==> src/rtl/lsu_byte_sequencer_if.sv <==
// lsu_byte_sequencer_if: request/response handshake plus byte-wide memory port
// for the MEM-stage load/store byte sequencer.
// The slave modport is the sequencer itself.
// The master modport is the pipeline-and-memory side that drives it.
interface lsu_byte_sequencer_if #(
  parameter int ADDR_W = 5
) ();
  logic              req_valid_i;
  logic              req_ready_o;
  logic              req_we_i;
  logic [1:0]        req_size_i;
  logic              req_unsigned_i;
  logic [31:0]       req_addr_i;
  logic [31:0]       req_wdata_i;
  logic              resp_valid_o;
  logic [31:0]       resp_rdata_o;
  logic              misalign_o;
  logic              fault_o;
  logic              stall_o;
  logic [ADDR_W-1:0] mem_addr_o;
  logic [7:0]        mem_wdata_o;
  logic              mem_we_o;
  logic              mem_re_o;
  logic [7:0]        mem_rdata_i;

  modport slave (
    input  req_valid_i, req_we_i, req_size_i, req_unsigned_i, req_addr_i,
           req_wdata_i, mem_rdata_i,
    output req_ready_o, resp_valid_o, resp_rdata_o, misalign_o, fault_o,
           stall_o, mem_addr_o, mem_wdata_o, mem_we_o, mem_re_o
  );

  modport master (
    output req_valid_i, req_we_i, req_size_i, req_unsigned_i, req_addr_i,
           req_wdata_i, mem_rdata_i,
    input  req_ready_o, resp_valid_o, resp_rdata_o, misalign_o, fault_o,
           stall_o, mem_addr_o, mem_wdata_o, mem_we_o, mem_re_o
  );
endinterface

==> src/rtl/lsu_byte_sequencer.sv <==
// lsu_byte_sequencer: splits byte/half/word loads and stores into
// little-endian single-byte memory beats.
// Loads return a sign- or zero-extended 32-bit result.
// Misaligned or illegal-size requests are answered without touching memory.
// Optional macro LSU_BOUNDS_CHECK_EN rejects accesses that fall outside
// MEM_DEPTH (fault_o). Without it, addresses wrap modulo MEM_DEPTH.
module lsu_byte_sequencer #(
  parameter int MEM_DEPTH = 32,
  parameter int ADDR_W    = 5
) (
  input  logic                 clk_i,
  input  logic                 rst_i,
  lsu_byte_sequencer_if.slave  bus
);

  typedef enum logic [1:0] {IDLE, XFER, DRAIN, RESP} state_t;

  state_t            state_q, state_d;
  logic [1:0]        beat_q, beat_d;
  logic [31:0]       acc_q, acc_d;
  logic              pend_q, pend_d;
  logic [1:0]        pend_lane_q, pend_lane_d;
  logic              we_q, we_d;
  logic [1:0]        size_q, size_d;
  logic              uns_q, uns_d;
  logic [ADDR_W-1:0] addr_q, addr_d;
  logic [31:0]       wdata_q, wdata_d;
  logic              misalign_q, misalign_d;
  logic              fault_q, fault_d;
  logic              size_bad;
  logic              out_of_bounds;
  logic [31:0]       ext_data;

  function automatic logic [1:0] last_beat(input logic [1:0] size);
    case (size)
      2'b00:   last_beat = 2'd0;
      2'b01:   last_beat = 2'd1;
      default: last_beat = 2'd3;
    endcase
  endfunction

`ifdef LSU_BOUNDS_CHECK_EN
  logic [31:0] last_addr;

  // Flag requests whose last byte lies past the end of the data memory
  always_comb begin
    last_addr     = 32'(bus.req_addr_i[ADDR_W-1:0]) + 32'(last_beat(bus.req_size_i));
    out_of_bounds = (bus.req_addr_i[31:ADDR_W] != '0) || (last_addr >= 32'(MEM_DEPTH));
  end
`else
  logic        unused_addr_hi;
  logic [31:0] unused_depth;
  assign unused_addr_hi = ^bus.req_addr_i[31:ADDR_W];
  assign unused_depth   = 32'(MEM_DEPTH);

  // Without bounds checking the upper address bits are dropped and accesses wrap
  always_comb begin
    out_of_bounds = 1'b0;
  end
`endif

  // Alignment rules plus sign/zero extension of the assembled load data
  always_comb begin
    size_bad = (bus.req_size_i == 2'b11) ||
               ((bus.req_size_i == 2'b01) && bus.req_addr_i[0]) ||
               ((bus.req_size_i == 2'b10) && (bus.req_addr_i[1:0] != 2'b00));
    case (size_q)
      2'b00:   ext_data = uns_q ? {24'h0, acc_q[7:0]}  : {{24{acc_q[7]}}, acc_q[7:0]};
      2'b01:   ext_data = uns_q ? {16'h0, acc_q[15:0]} : {{16{acc_q[15]}}, acc_q[15:0]};
      default: ext_data = acc_q;
    endcase
  end

  // Next-state, beat sequencing, load capture and all outputs
  always_comb begin
    state_d     = state_q;
    beat_d      = beat_q;
    acc_d       = acc_q;
    pend_d      = 1'b0;
    pend_lane_d = beat_q;
    we_d        = we_q;
    size_d      = size_q;
    uns_d       = uns_q;
    addr_d      = addr_q;
    wdata_d     = wdata_q;
    misalign_d  = misalign_q;
    fault_d     = fault_q;

    bus.req_ready_o  = 1'b0;
    bus.resp_valid_o = 1'b0;
    bus.resp_rdata_o = 32'h0;
    bus.misalign_o   = 1'b0;
    bus.fault_o      = 1'b0;
    bus.stall_o      = 1'b0;
    bus.mem_addr_o   = '0;
    bus.mem_wdata_o  = 8'h00;
    bus.mem_we_o     = 1'b0;
    bus.mem_re_o     = 1'b0;

    if (pend_q) begin
      acc_d[{pend_lane_q, 3'b000} +: 8] = bus.mem_rdata_i;
    end

    case (state_q)
      IDLE: begin
        bus.req_ready_o = 1'b1;
        bus.stall_o     = bus.req_valid_i;
        if (bus.req_valid_i) begin
          we_d       = bus.req_we_i;
          size_d     = bus.req_size_i;
          uns_d      = bus.req_unsigned_i;
          addr_d     = bus.req_addr_i[ADDR_W-1:0];
          wdata_d    = bus.req_wdata_i;
          misalign_d = size_bad;
          fault_d    = out_of_bounds;
          beat_d     = 2'd0;
          acc_d      = 32'h0;
          state_d    = (size_bad || out_of_bounds) ? RESP : XFER;
        end
      end
      XFER: begin
        // Strobes are qualified with rst_i so a reset arriving mid-transfer
        // suppresses the beat that would otherwise land on the reset edge.
        bus.stall_o    = 1'b1;
        bus.mem_addr_o = addr_q + ADDR_W'(beat_q);
        if (we_q) begin
          bus.mem_we_o    = rst_i;
          bus.mem_wdata_o = wdata_q[{beat_q, 3'b000} +: 8];
        end else begin
          bus.mem_re_o = rst_i;
          pend_d       = 1'b1;
        end
        if (beat_q == last_beat(size_q)) begin
          state_d = we_q ? RESP : DRAIN;
        end else begin
          beat_d = beat_q + 2'd1;
        end
      end
      DRAIN: begin
        bus.stall_o = 1'b1;
        state_d     = RESP;
      end
      RESP: begin
        if (rst_i) begin
          bus.resp_valid_o = 1'b1;
          bus.misalign_o   = misalign_q;
          bus.fault_o      = fault_q;
          bus.resp_rdata_o = (we_q || misalign_q || fault_q) ? 32'h0 : ext_data;
        end
        state_d = IDLE;
      end
      default: state_d = IDLE;
    endcase
  end

  // State and datapath registers with synchronous active-low reset
  always_ff @(posedge clk_i) begin
    if (!rst_i) begin
      state_q     <= IDLE;
      beat_q      <= 2'd0;
      acc_q       <= 32'h0;
      pend_q      <= 1'b0;
      pend_lane_q <= 2'd0;
      we_q        <= 1'b0;
      size_q      <= 2'b00;
      uns_q       <= 1'b0;
      addr_q      <= '0;
      wdata_q     <= 32'h0;
      misalign_q  <= 1'b0;
      fault_q     <= 1'b0;
    end else begin
      state_q     <= state_d;
      beat_q      <= beat_d;
      acc_q       <= acc_d;
      pend_q      <= pend_d;
      pend_lane_q <= pend_lane_d;
      we_q        <= we_d;
      size_q      <= size_d;
      uns_q       <= uns_d;
      addr_q      <= addr_d;
      wdata_q     <= wdata_d;
      misalign_q  <= misalign_d;
      fault_q     <= fault_d;
    end
  end

endmodule

==> src/flat_wrapper.sv <==
// flat-port wrapper written by rule: the top's interface ports become plain ports
module lsu_byte_sequencer_flat 
#(
  parameter int MEM_DEPTH = 32,
  parameter int ADDR_W    = 5
)
  (clk_i, rst_i, bus_req_valid_i, bus_req_we_i, bus_req_size_i, bus_req_unsigned_i, bus_req_addr_i, bus_req_wdata_i, bus_mem_rdata_i, bus_req_ready_o, bus_resp_valid_o, bus_resp_rdata_o, bus_misalign_o, bus_fault_o, bus_stall_o, bus_mem_addr_o, bus_mem_wdata_o, bus_mem_we_o, bus_mem_re_o);
  lsu_byte_sequencer_if #(.ADDR_W(ADDR_W)) bus_i ();
  input  logic clk_i;
  input  logic rst_i;
  input wire logic [$bits(bus_i.req_valid_i)-1:0] bus_req_valid_i;
  input wire logic [$bits(bus_i.req_we_i)-1:0] bus_req_we_i;
  input wire logic [$bits(bus_i.req_size_i)-1:0] bus_req_size_i;
  input wire logic [$bits(bus_i.req_unsigned_i)-1:0] bus_req_unsigned_i;
  input wire logic [$bits(bus_i.req_addr_i)-1:0] bus_req_addr_i;
  input wire logic [$bits(bus_i.req_wdata_i)-1:0] bus_req_wdata_i;
  input wire logic [$bits(bus_i.mem_rdata_i)-1:0] bus_mem_rdata_i;
  output wire logic [$bits(bus_i.req_ready_o)-1:0] bus_req_ready_o;
  output wire logic [$bits(bus_i.resp_valid_o)-1:0] bus_resp_valid_o;
  output wire logic [$bits(bus_i.resp_rdata_o)-1:0] bus_resp_rdata_o;
  output wire logic [$bits(bus_i.misalign_o)-1:0] bus_misalign_o;
  output wire logic [$bits(bus_i.fault_o)-1:0] bus_fault_o;
  output wire logic [$bits(bus_i.stall_o)-1:0] bus_stall_o;
  output wire logic [$bits(bus_i.mem_addr_o)-1:0] bus_mem_addr_o;
  output wire logic [$bits(bus_i.mem_wdata_o)-1:0] bus_mem_wdata_o;
  output wire logic [$bits(bus_i.mem_we_o)-1:0] bus_mem_we_o;
  output wire logic [$bits(bus_i.mem_re_o)-1:0] bus_mem_re_o;
  assign bus_i.req_valid_i = bus_req_valid_i;
  assign bus_i.req_we_i = bus_req_we_i;
  assign bus_i.req_size_i = bus_req_size_i;
  assign bus_i.req_unsigned_i = bus_req_unsigned_i;
  assign bus_i.req_addr_i = bus_req_addr_i;
  assign bus_i.req_wdata_i = bus_req_wdata_i;
  assign bus_i.mem_rdata_i = bus_mem_rdata_i;
  assign bus_req_ready_o = bus_i.req_ready_o;
  assign bus_resp_valid_o = bus_i.resp_valid_o;
  assign bus_resp_rdata_o = bus_i.resp_rdata_o;
  assign bus_misalign_o = bus_i.misalign_o;
  assign bus_fault_o = bus_i.fault_o;
  assign bus_stall_o = bus_i.stall_o;
  assign bus_mem_addr_o = bus_i.mem_addr_o;
  assign bus_mem_wdata_o = bus_i.mem_wdata_o;
  assign bus_mem_we_o = bus_i.mem_we_o;
  assign bus_mem_re_o = bus_i.mem_re_o;
  lsu_byte_sequencer #(.MEM_DEPTH(MEM_DEPTH), .ADDR_W(ADDR_W)) u_core (.clk_i(clk_i), .rst_i(rst_i), .bus(bus_i));
endmodule
==> config.mk <==
export PLATFORM = sky130hd
export DESIGN_NAME = lsu_byte_sequencer_flat
export DESIGN_NICKNAME = d
export VERILOG_FILES = /design/src/rtl/lsu_byte_sequencer_if.sv /design/src/rtl/lsu_byte_sequencer.sv /design/src/flat_wrapper.sv
export SDC_FILE = /design/constraint.sdc
export NUM_CORES = 1
export LEC_CHECK = 0
export CELL_PAD_IN_SITES_DETAIL_PLACEMENT = 1
export CELL_PAD_IN_SITES_GLOBAL_PLACEMENT = 1
export CORE_MARGIN = 1.5
export CORE_UTILIZATION = 30
export DETAILED_ROUTE_END_ITERATION = 10
export MAX_ROUTING_LAYER = met4
export PLACE_DENSITY = 0.78
export SLEW_MARGIN = 25
export SYNTH_ARGS = -nofsm -noshare
export SYNTH_HDL_FRONTEND = slang
export SYNTH_SLANG_ARGS = --single-unit
export TNS_END_PERCENT = 30
==> constraint.sdc <==
create_clock -name clk_i -period 1.65 [get_ports clk_i]
set_input_delay 0.33 -clock clk_i [delete_from_list [all_inputs] [get_ports clk_i]]
set_output_delay 0.33 -clock clk_i [all_outputs]
set_load 0.03 [all_outputs]
==> flow_metrics.env, run 1 <==
export IMPL_status="finished with violations"
export IMPL_violations="setup timing"
export IMPL_ys_ff_latch=81
export IMPL_ant_nets=0
export IMPL_dr_pass1_iters=4
export IMPL_ys_warn_count=0
export IMPL_vdd_drop_max_mv=0.678
export IMPL_antenna_cells=0
export IMPL_globalRouteOverflowTotal=0
export IMPL_clkTransAtPathRegs_ns=0.06
export IMPL_hold_path_class="reg -> reg"
export IMPL_seq_power_share_pct=32.7
export IMPL_p_sw_share_pct=32.6
export IMPL_synth_edf_count=0
export IMPL_rsz0062_at_grt="yes"
export IMPL_clock_latency_ns=0.34
export IMPL_initial_utilization_pct=30.7
export IMPL_core_area_mm2=0.0120
export IMPL_cp_max_fo=2
export IMPL_p_int_uw=4980
export IMPL_finish_net_count=620
export IMPL_cp_start_kind="flop"
export IMPL_first_global_vias=3772
export IMPL_syn_to_final_growth_pct=71.6
export IMPL_dr_first_iter_drc_count=182
export IMPL_switching_power_uw=2410
export IMPL_combPwrFrac_pct=39.7
export IMPL_ys_async_sr_fraction_pct=0
export IMPL_drive_gt1_share_pct=41.1
export IMPL_ys_top_cells_by_count="dfxtp_1 (81), a22o_1 (42), nor2_1 (40)"
export IMPL_cts_hold_buf=0
export IMPL_yosysTopAreaCell="dfxtp_1"
export IMPL_dp_cells=651
export IMPL_cts_sinks=81
export IMPL_final_setup_skew_ns=0.00559
export IMPL_dp_hpwl_um=8820
export IMPL_maxCapViolCount=0
export IMPL_root_buffer="clkbuf_16"
export IMPL_critPathArrivalTime_ns=1.83
export IMPL_grtUsageTotal_pct=19.6
export IMPL_critPathCaptureType="primary output"
export IMPL_wire_per_inst_um=19.3
export IMPL_portBuffers=102
export IMPL_route_detailed_drc=0
export IMPL_synth_seq_area_share_pct=44.2
export IMPL_grt_pass1_wl_um=19200
export IMPL_setup_viol=54
export IMPL_die_w_um=114
export IMPL_routed_wirelength_um=13200
export IMPL_crit_type="reg -> out"
export IMPL_post_route_period_util_pct=131
export IMPL_antenna_found_initial=0
export IMPL_numCtsBuffers=9
export IMPL_cts_tree="done"
export IMPL_ios=131
export IMPL_fin_tns_setup_ns=-20.46
export IMPL_powerDensity_mw_per_mm2=1180
export IMPL_die_h_um=114
export IMPL_netlist_area_mm2=0.00367
export IMPL_fill_cells=1279
export IMPL_setup_slack_ns=-0.507
export IMPL_cts_path_max_buffers=2
export IMPL_htreeDepth=3
export IMPL_num_rows=40
export IMPL_synth_top_area_share_pct=44.2
export IMPL_syn_nets=468
export IMPL_report_final_slew_viol_count=0
export IMPL_die_area_mm2=0.0129
export IMPL_grt_max_degree=37
export IMPL_power_share_clock_pct=27.6
export IMPL_fmax_mhz=464
export IMPL_synth_most_common_cell="dfxtp_1"
export IMPL_syn_inst=378
export IMPL_fin_cells=682
export IMPL_required_ns=1.32
export IMPL_via_per_inst=5.21
export IMPL_ys_top_cells_by_area="dfxtp_1 (44%), a22o_1 (10%), a22oi_1 (6.1%)"
export IMPL_p_leak_uw=0.00245
export IMPL_gp_congestion=0.853
export IMPL_hold_viol=0
export IMPL_ys_flop_type="dfxtp_1"
export IMPL_yosysUniqueCellTypes=48
export IMPL_avgSynthCellArea_um2=9.70
export IMPL_num_vias=3551
export IMPL_fin_crit_ns=2.16
worst paths after layout:
check	cells after the start	from	slack, ns	end
max	7	u_core.beat_q[0]$_SDFFE_PN0P_	-0.51	bus_mem_addr_o[4]
min	1	u_core.wdata_q[20]$_SDFFE_PN0P_	0.48	u_core.wdata_q[20]$_SDFFE_PN0P_
max reg2reg	10	u_core.state_q[1]$_SDFFE_PN0P_	-0.15	u_core.beat_q[1]$_SDFFE_PN0P_
min reg2reg	1	u_core.wdata_q[20]$_SDFFE_PN0P_	0.48	u_core.wdata_q[20]$_SDFFE_PN0P_
cell families (layout without fill, tap and decap cells):
group,count (synthesis),in the layout,share of synthesized area [%]
mux,12,12,6.00
fa+ha+maj,11,11,3.96
xor+xnor,3,3,0.717
flops,81,81,44.2
other cells,1,1,0.102
compound gates,123,123,24.8
simple gates,95,95,13.7
buf+inv,52,209,6.45
layer usage:
metal  vias up  part of all wire, %  track usage (%)  wire length, um
li1       1673                    -                -                -
met1      1748                   40             21.6             5320
met2       113                   54             35.6             7080
met3        17                  4.5             4.20              594
met4         0                  1.4             5.58              180
met5         -                    0                -                0
metrics by stage:
step	util (%)	area, um^2	hold WS, ns	power, uW	setup slack [ns]
after floorplan	-	3940	0.444	3630	-0.152
after global placement	45.9	5490	0.456	4650	-0.511
after detailed placement	45.9	5490	0.464	4750	-0.554
after CTS	49.6	5940	0.480	6900	-0.529
after global routing	52.6	6290	0.498	7710	-0.580
final	52.6	6290	0.477	7400	-0.507
power by group through the flow:
stage          logic [uW]  clock network (uW)  registers (uW)
5_1_grt              3110                2150            2450
2_1_floorplan        1220                   0            2410
3_3_place_gp         2240                   0            2410
4_1_cts              2440                2060            2400
3_5_place_dp         2320                   0            2430
6_report             2940                2040            2420
cell usage in the layout, fill, tap and decap left out, types with 3 or more instances in the layout:
cell,Yosys,final
nor2_1,40,36
a22o_1,42,42
buf_12,0,17
nor2_2,0,4
dfxtp_2,0,4
and3_4,0,9
clkdlybuf4s50_1,0,50
dfxtp_4,0,3
buf_4,2,54
ha_4,0,5
ha_1,10,4
mux4_2,8,8
and2_4,0,10
buf_8,0,3
inv_2,0,3
inv_1,22,17
mux2i_1,4,4
and2_1,15,5
o21ai_0,9,9
buf_6,2,43
a21oi_4,0,19
clkbuf_16,0,11
dfxtp_1,81,74
a21oi_1,30,11
nand2_1,13,12
a22oi_1,30,30
flip-flops by register name (all words and copies together) (netlist names):
name	count
u_core.pend_lane_q	2
u_core.beat_q	2
u_core.size_q	2
u_core.state_q	2
u_core.we_q	1
u_core.misalign_q	1
u_core.uns_q	1
u_core.wdata_q	32
u_core.addr_q	5
u_core.pend_q	1
u_core.acc_q	32
critical path, stage by stage, from the launching register on:
cell	delay, ns
dfxtp_4	0.35
buf_6	0.12
ha_4	0.15
fa_2	0.36
nand3_2	0.08
xnor2_1	0.11
and2_1	0.17
buf_6	0.14
cell type report:
| type | instances | area (um^2) | share of cell area (%) |
|---|---|---|---|
| multi-input cells | 245 | 2250 | 35.7 |
| repair buffers | 171 | 1840 | 29.2 |
| flip-flops and latches | 81 | 1640 | 26.0 |
| clock buffers | 12 | 246 | 3.92 |
| well taps | 147 | 184 | 2.92 |
| inverters | 22 | 87.6 | 1.39 |
| clock inverters | 4 | 52.6 | 0.835 |
what timing repair did:
item                       4_1_cts  5_1_grt
setup endpoints to repair       76      126
gates cloned                     0        2
resized for setup               85       67
setup buffers                    3       10
pin swaps                        8       23
Power figures use the tool's default switching activity.
==> run 2: changes to the inputs <==
Settings changed: CORE_MARGIN 1.5 to 2, CTS_CLUSTER_SIZE set to 16.
==> run 2 against run 1 <==
The run still ends with setup timing left. Combinational power decreased by 7.1%. Final cell count increased by 0.29%. Register-to-register slack improved by 0.05 ns. Power decreased by 2.0%. Sequential share of layout area increased by 0.15 points. Design area decreased by 0.81%. Largest power group unchanged. Critical path depth unchanged. Worst hold slack improved by 0.0037 ns. First-iteration DRC count decreased by 27%.
==> flow_metrics.env, run 2 (synthesis results as in run 1) <==
export IMPL_hold_path_class="reg -> reg"
export IMPL_routed_wirelength_um=12600
export IMPL_wire_per_inst_um=18.4
export IMPL_reg_top3="u_core.acc_q (32), u_core.wdata_q (32), u_core.addr_q (5)"
export IMPL_dr_pass1_iters=4
export IMPL_slowest_stage="fa_2"
export IMPL_required_ns=1.32
export IMPL_worst_pin_slew_ns=0.512
export IMPL_hold_viol=0
export IMPL_final_common_cell="dfxtp_1"
export IMPL_reg2reg_from="u_core.beat_q[0]$_SDFFE_PN0P_"
export IMPL_dp_hpwl_um=9120
export IMPL_worstHoldStart="u_core.wdata_q[5]$_SDFFE_PN0P_"
export IMPL_fin_crit_ns=2.15
export IMPL_powerDensity_mw_per_mm2=1160
export IMPL_syn_to_final_growth_pct=70.2
export IMPL_die_h_um=115
export IMPL_p_leak_uw=0.00250
export IMPL_drive_gt1_share_pct=39.9
export IMPL_cp_max_fo=2
export IMPL_post_route_period_util_pct=131
export IMPL_vdd_drop_max_mv=0.612
export IMPL_grt_pass1_wl_um=19400
export IMPL_cpPeakStageDelay_ns=0.36
export IMPL_grt_max_degree=37
export IMPL_cts_tree="done"
export IMPL_setup_viol=54
export IMPL_numCtsBuffers=9
export IMPL_rsz0062_at_grt="yes"
export IMPL_first_global_vias=3904
export IMPL_maxCapViolCount=0
export IMPL_cp_start_kind="flop"
export IMPL_critPathArrivalTime_ns=1.82
export IMPL_fill_cells=1281
export IMPL_path_common_cell="buf_6"
export IMPL_portBuffers=102
export IMPL_setup_slack_ns=-0.504
export IMPL_die_area_mm2=0.0131
export IMPL_ios=131
export IMPL_via_per_inst=5.25
export IMPL_path_buf_inv=2
export IMPL_num_rows=40
export IMPL_min_path_cells=1
export IMPL_root_buffer="clkbuf_16"
export IMPL_status="finished with violations"
export IMPL_reg2reg_to="u_core.state_q[1]$_SDFFE_PN0P_"
export IMPL_clock_latency_ns=0.34
export IMPL_final_cell_mix="dfxtp_1 (75), buf_4 (70), clkdlybuf4s50_1 (50)"
export IMPL_cts_sinks=81
export IMPL_report_final_slew_viol_count=0
export IMPL_violations="setup timing"
export IMPL_slew_headroom_pct=65.5
export IMPL_total_power_uw=7250
export IMPL_path_cells="buf_6 -> ha_4 -> fa_2 -> nand3_2 -> xnor2_1 -> and2_4 -> buf_6"
export IMPL_cts_path_max_buffers=2
export IMPL_final_setup_skew_ns=0.00830
export IMPL_r2r_setup_slack_ns=-0.10
export IMPL_hold_ws_ns=0.481
export IMPL_clkTransAtPathRegs_ns=0.06
export IMPL_critPathCaptureType="primary output"
export IMPL_route_detailed_drc=0
export IMPL_dr_first_iter_drc_count=133
export IMPL_core_area_mm2=0.0120
export IMPL_path_delay_family="adder cells"
export IMPL_num_vias=3589
export IMPL_initial_utilization_pct=30.7
export IMPL_antenna_cells=0
export IMPL_die_w_um=115
export IMPL_gp_congestion=0.818
export IMPL_htreeDepth=3
export IMPL_rr_worst_depth=7
export IMPL_ant_nets=0
export IMPL_antenna_found_initial=0
export IMPL_fmax_mhz=464
export IMPL_finish_net_count=623
export IMPL_globalRouteOverflowTotal=0
export IMPL_grtUsageTotal_pct=19.8
export IMPL_min_to="u_core.wdata_q[5]$_SDFFE_PN0P_"
export IMPL_crit_type="reg -> out"
## run 2: changes by cell type in the layout (fill, tap and decap cells not counted), moves of 4 or more
cell and delta:
and3_1 +7, and2_1 +7, and3_4 -7, and2_4 -7, buf_4 +16, a21oi_1 -7, inv_1 +4, a21oi_4 +6
buf_6 -11
## run 2: layout make-up
class,instances,area [um^2],share of cell area (%)
clock buffers,10,250,4.01
clock inverters,5,61.3,0.982
well taps,147,184,2.95
flip-flops and latches,81,1630,26.2
multi-input cells,245,2280,36.5
inverters,22,82.6,1.32
repair buffers,174,1750,28.1
## run 2: worst max-delay path by stage
stage / start / endpoint / cells past startpoint / slack, ns
after global routing: u_core.beat_q[0]$_SDFFE_PN0P_ / bus_mem_addr_o[4] / 7 / -0.59
final: u_core.beat_q[0]$_SDFFE_PN0P_ / bus_mem_addr_o[4] / 7 / -0.50
after floorplan: u_core.state_q[0]$_SDFFE_PN0P_ / bus_resp_rdata_o[16] / 5 / -0.15
after detailed placement: rst_i / bus_resp_rdata_o[31] / 7 / -0.54
after CTS: u_core.beat_q[0]$_SDFFE_PN0P_ / bus_mem_addr_o[4] / 7 / -0.55
after global placement: u_core.beat_q[0]$_SDFFE_PN0P_ / bus_mem_wdata_o[5] / 4 / -0.49
## run 2: per-layer routing
layer | track usage (%) | wire, um | up-vias | part of all wire [%]
li1 | - | - | 1679 | -
met1 | 20.1 | 5000 | 1752 | 40
met2 | 36.2 | 6620 | 127 | 53
met3 | 4.39 | 593 | 31 | 4.7
met4 | 8.94 | 371 | 0 | 2.9
met5 | - | 0 | - | 0
## run 2: where the power goes
group          total, uW  switching [uW]  internal, uW
Clock               2100             835          1260
Combinational       2730            1320          1410
Sequential          2420             195          2230
## run 2: through the flow
| stage | cell area, um^2 | setup slack, ns | cells | TNS, ns | utilization [%] |
|---|---|---|---|---|---|
| CTS | 6100 | -0.552 | 684 | -22.78 | 51.0 |
| finish | 6240 | -0.504 | 684 | -18.86 | 52.2 |
| detailed placement | 5620 | -0.545 | 668 | -34.54 | 46.9 |
| global route | 6240 | -0.594 | 684 | -22.67 | 52.2 |
| global placement | 5620 | -0.486 | 668 | -29.69 | 46.9 |
| floorplan | 3940 | -0.152 | 378 | -2.58 | - |
## run 2: timing repair
action / in CTS / in global routing
pin swaps: 8 / 8
hold buffers: 0 / 0
setup buffers: 2 / 0
resized for setup: 93 / 34
setup endpoints to repair: 80 / 119
==> run 3: changes to the inputs <==
Settings changed: CORE_ASPECT_RATIO set to 1.1, CORE_UTILIZATION 30 to 33, PLACE_DENSITY 0.78 to 0.81, SKIP_CTS_REPAIR_TIMING set to 1.
Clock period 1.65 ns to 2.4 ns, I/O delays scaled along.
==> run 3 against run 2 <==
The flow still finishes with violations (setup timing). Clock skew fell by 0.0023 ns. Sequential share of layout area grew 4.7 points. Worst hold slack lost 0.0049 ns. Via count is 9.0% lower. Sequential cell count did not move. Combinational power decreased by 53%. Power decreased by 42%. Clock-buffer cell count up 2. Wire length down 11%. First-iteration DRC count down 3.8%. Design area decreased by 16%. Critical endpoint is now bus_mem_addr_o[0].
==> flow_metrics.env, run 3 (synthesis results as in run 1) <==
export IMPL_setup_viol=1
export IMPL_slew_headroom_pct=60.5
export IMPL_cts_tree="done"
export IMPL_cp_start_kind="flop"
export IMPL_cts_path_max_buffers=2
export IMPL_routed_wirelength_um=11200
export IMPL_die_area_mm2=0.0120
export IMPL_setup_slack_ns=-0.0573
export IMPL_numCtsBuffers=9
export IMPL_slowest_stage="clkdlybuf4s50_1"
export IMPL_clock_latency_ns=0.33
export IMPL_root_buffer="clkbuf_16"
export IMPL_antenna_found_initial=0
export IMPL_dp_hpwl_um=8370
export IMPL_route_detailed_drc=0
export IMPL_num_rows=40
export IMPL_report_final_slew_viol_count=0
export IMPL_initial_utilization_pct=33.8
export IMPL_critPathCaptureType="primary output"
export IMPL_final_setup_skew_ns=0.00596
export IMPL_final_common_cell="dfxtp_1"
export IMPL_post_route_period_util_pct=102
export IMPL_worst_pin_slew_ns=0.592
export IMPL_cp_max_fo=15
export IMPL_drive_gt1_share_pct=20.7
export IMPL_final_util_pct=48.5
export IMPL_grtUsageTotal_pct=19.8
export IMPL_crit_type="reg -> out"
export IMPL_powerDensity_mw_per_mm2=799
export IMPL_cpPeakStageDelay_ns=0.67
export IMPL_finish_net_count=568
export IMPL_hold_viol=0
export IMPL_via_per_inst=5.19
export IMPL_syn_to_final_growth_pct=43.5
export IMPL_maxCapViolCount=0
export IMPL_grt_max_degree=43
export IMPL_die_h_um=115
export IMPL_die_w_um=105
export IMPL_dr_pass1_iters=4
export IMPL_reg_top3="u_core.acc_q (32), u_core.wdata_q (32), u_core.addr_q (5)"
export IMPL_globalRouteOverflowTotal=0
export IMPL_dp_cells=614
export IMPL_cts_sinks=81
export IMPL_grt_pass1_wl_um=18000
export IMPL_gp_congestion=0.837
export IMPL_core_area_mm2=0.0109
export IMPL_clkTransAtPathRegs_ns=0.06
export IMPL_antenna_cells=0
export IMPL_status="finished with violations"
export IMPL_fin_cells=629
export IMPL_p_leak_uw=0.00222
export IMPL_fin_tns_setup_ns=-0.0573
export IMPL_dr_first_iter_drc_count=128
export IMPL_first_global_vias=3517
export IMPL_required_ns=1.92
export IMPL_fin_crit_ns=2.46
export IMPL_fmax_mhz=407
export IMPL_hold_path_class="reg -> reg"
export IMPL_vdd_drop_max_mv=0.462
export IMPL_violations="setup timing"
export IMPL_htreeDepth=3
export IMPL_portBuffers=102
export IMPL_num_vias=3267
export IMPL_path_cells="inv_1 -> ha_2 -> and2_1 -> clkdlybuf4s50_1"
export IMPL_final_cell_mix="dfxtp_1 (79), clkdlybuf4s50_1 (53), buf_4 (44)"
export IMPL_ant_nets=0
export IMPL_wire_per_inst_um=17.8
export IMPL_ios=131
export IMPL_rsz0062_at_grt="yes"
export IMPL_critPathArrivalTime_ns=1.98
-- run 3: cell count changes in the layout (fill, tap and decap cells not counted), sizes merged --
cell,before,now
clkbuf,10,12
clkinvlp,0,1
bufinv,1,0
dlymetal6s2s,1,9
clkinv,3,2
clkdlybuf4s50,50,53
buf,123,57
inv,23,22
-- run 3: through the flow --
| stage | total power, uW | cell area, um^2 | setup slack, ns | hold slack [ns] |
|---|---|---|---|---|
| 5_1_grt | 4430 | 5260 | -0.153 | 0.492 |
| 6_report | 4200 | 5260 | -0.0573 | 0.476 |
| 4_1_cts | 4220 | 5190 | -0.333 | 0.479 |
| 2_1_floorplan | 2430 | 3670 | 0.200 | 0.444 |
| 3_3_place_gp | 2910 | 4920 | -0.0939 | 0.456 |
| 3_5_place_dp | 2970 | 4920 | -0.171 | 0.461 |
-- run 3: worst max-delay path, delay by kind of cell, from the launching register on --
kind | cells | cell delay, ns
adder cells (fa/ha/maj) | 1 | 0.37
buffers and inverters | 2 | 0.77
flip-flops | 1 | 0.33
AND/OR/NAND/NOR | 1 | 0.18
-- run 3: final cells by class --
| class | count | area, um^2 |
|---|---|---|
| fillers | 1234 | 5600 |
| flip-flops and latches | 81 | 1620 |
| well taps | 147 | 184 |
| inverters | 22 | 82.6 |
| clock buffers | 12 | 246 |
| clock inverters | 3 | 17.5 |
| repair buffers | 119 | 1230 |
| multi-input cells | 245 | 1880 |
-- run 3: per-layer routing --
layer	routed length (um)	part of all wire, %	up-vias	GRT usage (%)
li1	-	-	1569	-
met1	4670	42	1582	21.5
met2	5720	51	104	35.5
met3	643	5.7	12	5.35
met4	152	1.4	0	5.86
met5	0	0	-	-
-- run 3: worst paths after layout --
check                                        from                              end  slack [ns]  depth (start not counted)
setup / recovery   u_core.state_q[1]$_SDFFE_PN0P_                bus_mem_addr_o[0]       -0.06                          4
hold / removal    u_core.wdata_q[20]$_SDFFE_PN0P_  u_core.wdata_q[20]$_SDFFE_PN0P_        0.48                          1
setup reg to reg   u_core.state_q[1]$_SDFFE_PN0P_    u_core.beat_q[1]$_SDFFE_PN0P_        0.35                          7
hold reg to reg   u_core.wdata_q[20]$_SDFFE_PN0P_  u_core.wdata_q[20]$_SDFFE_PN0P_        0.48                          1
-- run 3: power by group --
group / leakage [uW] / switching (uW) / internal, uW
Sequential: 0.000660 / 144 / 1530
Combinational: 0.00143 / 700 / 593
Clock: 0.000128 / 522 / 720
Total: 0.00222 / 1370 / 2840
